### config.mk
export PLATFORM = sky130hd
export DESIGN_NAME = transmitter_shift
export DESIGN_NICKNAME = d
export VERILOG_FILES = /design/src/rtl/transmitter_shift.sv
export SDC_FILE = /design/constraint.sdc
export NUM_CORES = 1
export LEC_CHECK = 0
export CAP_MARGIN = 10
export CORE_MARGIN = 8
export CORE_UTILIZATION = 41
export DETAILED_ROUTE_END_ITERATION = 10
export PLACE_DENSITY = 0.72
export RECOVER_POWER = 50
export SYNTH_ARGS = -nofsm -noshare
export SYNTH_HDL_FRONTEND = slang
export SYNTH_SLANG_ARGS = --single-unit
### constraint.sdc
create_clock -name clock -period 1.5 [get_ports clock]
set_clock_uncertainty 0.15 [all_clocks]
set_input_delay 0.3 -clock clock [delete_from_list [all_inputs] [get_ports clock]]
set_output_delay 0.3 -clock clock [all_outputs]
set_load 0.005 [all_outputs]
### src/rtl/transmitter_shift.sv
// Parallel-load, serial-out transmitter with a bit counter, busy flag and frame-done pulse.
// Optional even-parity trailer bit is compiled in with `define TRANSMITTER_PARITY_EN.
module transmitter_shift #(
  parameter int unsigned WIDTH     = 8,
  parameter bit          MSB_FIRST = 1'b1
) (
  input  logic             clock,
  input  logic             reset,
  input  logic             load,
  input  logic             enable,
  input  logic [WIDTH-1:0] qin,
  input  logic             serialin,
  output logic             serialout,
  output logic [WIDTH-1:0] qout,
  output logic             co,
  output logic             busy
);

  localparam int unsigned CntW = $clog2(WIDTH + 1);

  localparam logic [1:0] StIdle  = 2'd0;
  localparam logic [1:0] StShift = 2'd1;
`ifdef TRANSMITTER_PARITY_EN
  localparam logic [1:0] StParity = 2'd2;
`endif

  logic [WIDTH-1:0] r_qout, w_qout_d;
  logic [CntW-1:0]  r_cnt, w_cnt_d;
  logic [1:0]       r_state, w_state_d;
  logic             r_co, w_co_d;
`ifdef TRANSMITTER_PARITY_EN
  logic             r_par, w_par_d;
`endif

  logic [WIDTH-1:0] w_shifted;
  logic             w_last_bit;
  logic             w_data_bit;

  // The vacated end is refilled from serialin on every shift.
  assign w_shifted  = MSB_FIRST ? {r_qout[WIDTH-2:0], serialin}
                                : {serialin, r_qout[WIDTH-1:1]};
  assign w_last_bit = (r_cnt == CntW'(WIDTH - 1));
  assign w_data_bit = MSB_FIRST ? r_qout[WIDTH-1] : r_qout[0];

  always_comb begin
    w_qout_d  = r_qout;
    w_cnt_d   = r_cnt;
    w_state_d = r_state;
    w_co_d    = 1'b0;
`ifdef TRANSMITTER_PARITY_EN
    w_par_d   = r_par;
`endif
    if (load) begin
      // Load aborts any frame in progress without a done pulse.
      w_qout_d  = qin;
      w_cnt_d   = '0;
      w_state_d = StShift;
`ifdef TRANSMITTER_PARITY_EN
      w_par_d   = ^qin;
`endif
    end else if (enable) begin
      case (r_state)
        StShift: begin
          w_qout_d = w_shifted;
          w_cnt_d  = r_cnt + CntW'(1);
          if (w_last_bit) begin
`ifdef TRANSMITTER_PARITY_EN
            w_state_d = StParity;
`else
            w_state_d = StIdle;
            w_co_d    = 1'b1;
`endif
          end
        end
`ifdef TRANSMITTER_PARITY_EN
        StParity: begin
          w_state_d = StIdle;
          w_co_d    = 1'b1;
        end
`endif
        default: ;
      endcase
    end
  end

  always_ff @(posedge clock or negedge reset) begin
    if (!reset) begin
      r_qout  <= '0;
      r_cnt   <= '0;
      r_state <= StIdle;
      r_co    <= 1'b0;
    end else begin
      r_qout  <= w_qout_d;
      r_cnt   <= w_cnt_d;
      r_state <= w_state_d;
      r_co    <= w_co_d;
    end
  end

`ifdef TRANSMITTER_PARITY_EN
  always_ff @(posedge clock or negedge reset) begin
    if (!reset) begin
      r_par <= 1'b0;
    end else begin
      r_par <= w_par_d;
    end
  end

  assign serialout = (r_state == StParity) ? r_par : w_data_bit;
`else
  assign serialout = w_data_bit;
`endif

  assign qout = r_qout;
  assign co   = r_co;
  assign busy = (r_state != StIdle);

endmodule

==> impl_results.md <==
* Net load switching power at 208 uW
* Seq. cell area at 350 um2
* Path type of the worst min-delay path: reg2reg
* Register-to-Register Path Depth at 5
* Largest net degree at the start of global routing at 15
* Per-instance average area after synthesis at 10.6 um2
* Clock network fraction of total power at 30.7%
* Crit path launch type: register
* Row cnt at 14
* Number of routed nets with antenna violations at 0
* Post-synthesis xor/xnor area fraction at 2.77%
* Flip-flop and latch count after synthesis at 14
* Post-placement cell count at 102
* Post-placement setup slack at -0.0871 ns
* Max-Cap Viols at 0
* Tightest Pin Transition at 0.748 ns
* Worst setup margin at 0.0635 ns
* Number of top-level design ports at 24
* Cell at the root of the clock tree: sky130_fd_sc_hd__clkbuf_4
* Average detailed-routed wire length per instance at 12.6 um
* Die height at 55.3 um
* Area Overhead vs Synth at 56.3%
* Post-synth top area share at 55.3%
* H-Tree Level Count at 1
* Synth Area in Compound Gates at 9.88%
* First-pass iteration count of the detailed router at 4
* WHS Path Cells at 1
* Sw frac at 23.8%
* Total global-route track usage at 10.0%
* Floorplan core area at 1470 um2
* Achievable Freq at 0.696 GHz
* Number of hold buffers added after cts at 0
* Filler-free cell count of the finished design at 114
* Clock Pin Slew Worst Setup and Hold Paths at 0.09 ns
* Setup Crit Path Kind: reg2out
* Unrepaired setup endpoints after global routing: no
* Largest cells by area after synthesis: sky130_fd_sc_hd__dfrtp_1 (55%), sky130_fd_sc_hd__mux2i_1 (13%), sky130_fd_sc_hd__o21ai_0 (7.1%)
* Total number of clock tree sinks at 14
* Area of the die at 3060 um2
* Power Density at 882 nW/um2
* Data arrival, critical path at 0.99 ns
* Post-Syn Instances at 60
* Post-synthesis share of cell area spent on full adders, half adders and majority gates at 1.98%
* Clock Latency Late Sink at 0.27 ns
* Combinational share of power at 21.1%
* Internal power component at 665 uW
* Fill cell instance count of the final layout at 127
* Wire length after detailed routing at 1.44 mm
* Most used cells in the layout excluding fill and tap cells: sky130_fd_sc_hd__dfrtp_1 (14), sky130_fd_sc_hd__buf_4 (13), sky130_fd_sc_hd__clkdlybuf4s50_1 (11), sky130_fd_sc_hd__nand2_1 (10), sky130_fd_sc_hd__dlygate4sd2_1 (10)
* Area fraction in and, or, nand and nor cells after synthesis at 13.8%
* Shortest clock period the worst path allows after layout at 1.44 ns
* Hold violation count in the final report at 0
* Net count, final at 113
* Sequential element share of the synthesized area at 55.3%
* Die outline width at 55.3 um
* Worst vdd rail ir drop at 0.660 mV
* DRC Markers at 0
* Max transition margin at 50.1%
* Most frequent standard cell in the layout excluding fill and tap cells: sky130_fd_sc_hd__dfrtp_1
* Register share of total power at 48.2%
* Area after DPL at 913 um2
* Initial cell density of the core at 43.0%
* Drt via density at 4.99
* Share of cell area taken by muxes after synthesis at 12.6%
* Library cell occupying the most area in the post-synthesis netlist: sky130_fd_sc_hd__dfrtp_1
* Number of global-route vias before repair at 598
* Number of pins with negative max-slew slack in the final report at 0
* Fraction of the cycle the final worst path needs at 95.8%
* Syn Std Cell Area at 633 um2
* Initial DRC Count at 8
* Post-synthesis net count at 74
* Clock buffers created by TritonCTS at 3
* GPL Wtd Cong at 0.826
* Share of post-route cells with drive strength above 1 at 18.4%
* Leakage component of the power at 0.480 nW
* Dominant combinational cell family by area after synthesis: simple AND/OR/NAND/NOR gates
* CTS tree: done
* CP Data Required Time at 1.05 ns
* Area used by multi-input combinational logic at 260 um2
* Non-Filler Cell Area, Final at 990 um2
* Maximum fanout encountered on the critical timing path at 2
* Wire length of the first global-routing pass at 2.59 mm
* Power consumption at 872 uW
* Number of distinct standard cells referenced by the synthesized netlist at 16
* Via count at 569
* Setup crit end kind: primary output
* IO buf count at 23
* Outcome: complete, no violations
* Count of synthesis-stage warnings from yosys at 0
* Post-DP HPWL at 1.09 mm
* Maximum root-to-sink buffer count at 2
* # diodes at 0
* Final setup violation count at 0
* Gr ovfl total at 0
* Antenna violations before repair at 0
==> worst paths after layout <==
check	from	slack, ns	endpoint
hold / removal	r_cnt[3]	0.33	co
setup reg to reg	r_state[0]	0.17	qout[1]
setup / recovery	qout[7]	0.06	qout[7]
min in group asynchronous	reset	0.44	r_state[0]
max in group asynchronous	reset	0.29	qout[1]
hold reg to reg	r_cnt[3]	0.33	co
==> registers in the layout, summed over array words and instances (netlist names) <==
register / flops
co: 1
r_state: 1
r_cnt: 4
qout: 8
==> cells by family (layout without fill, tap and decap cells) <==
family	after synthesis	after routing
flops	14	14
xor+xnor	2	2
mux	8	8
fa+ha+maj	1	1
buf+inv	4	42
simple gates	19	19
compound gates	12	12
==> layout make-up <==
type	instances	area share [%]
repair buffers	38	32.6
multi-input cells	42	26.3
flip-flops and latches	14	35.4
well taps	16	2.02
clock buffers	4	3.67
==> power by group through the flow <==
stage	combinational [mW]	sequential, mW	clock, mW
6_report	0.184	0.420	0.268
5_1_grt	0.208	0.424	0.298
4_1_cts	0.192	0.420	0.278
3_5_place_dp	0.169	0.435	0
3_3_place_gp	0.166	0.435	0
2_1_floorplan	0.0578	0.434	0
==> metal layers <==
| layer | wire length, um | vias up | global-route usage, % |
|---|---|---|---|
| li1 | - | 283 | - |
| met1 | 613 | 267 | 10.5 |
| met2 | 728 | 17 | 17.8 |
| met3 | 71 | 2 | 3.20 |
| met4 | 27 | 0 | 4.23 |
| met5 | 0 | - | 0 |
==> through the flow <==
| stage | util (%) | hold slack [ns] | TNS (ns) |
|---|---|---|---|
| 2_1_floorplan | - | -0.146 | 0 |
| 3_3_place_gp | 62.1 | 0.325 | -0.377 |
| 3_5_place_dp | 62.1 | 0.322 | -0.540 |
| 5_1_grt | 67.3 | 0.370 | 0 |
| 6_report | 67.3 | 0.332 | 0 |
| 4_1_cts | 67.8 | 0.173 | 0 |
==> worst max-delay path: stages, from the launching register on <==
cell and delay [ns]:
sky130_fd_sc_hd__dfrtp_1 0.38, sky130_fd_sc_hd__buf_4 0.14, sky130_fd_sc_hd__clkdlybuf4s15_1 0.20
==> what timing repair did <==
action                                  in CTS  in global routing
endpoints found under the setup margin      11                  0
gates resized for setup                     12                  0
buffers inserted                             8                  0
==> Yosys cell counts <==
cell type / count
sky130_fd_sc_hd__a21oi_1: 2
sky130_fd_sc_hd__nor2_1: 2
sky130_fd_sc_hd__dfrtp_1: 14
sky130_fd_sc_hd__a21o_1: 1
sky130_fd_sc_hd__ha_1: 1
sky130_fd_sc_hd__nand3_1: 3
sky130_fd_sc_hd__or3_1: 1
sky130_fd_sc_hd__xor2_1: 2
sky130_fd_sc_hd__nand4b_1: 1
sky130_fd_sc_hd__o21ai_0: 9
sky130_fd_sc_hd__buf_4: 2
sky130_fd_sc_hd__nand2_2: 1
sky130_fd_sc_hd__nor4_1: 1
sky130_fd_sc_hd__clkbuf_1: 2
sky130_fd_sc_hd__mux2i_1: 8
sky130_fd_sc_hd__nand2_1: 10
Power figures use the tool's default switching activity.
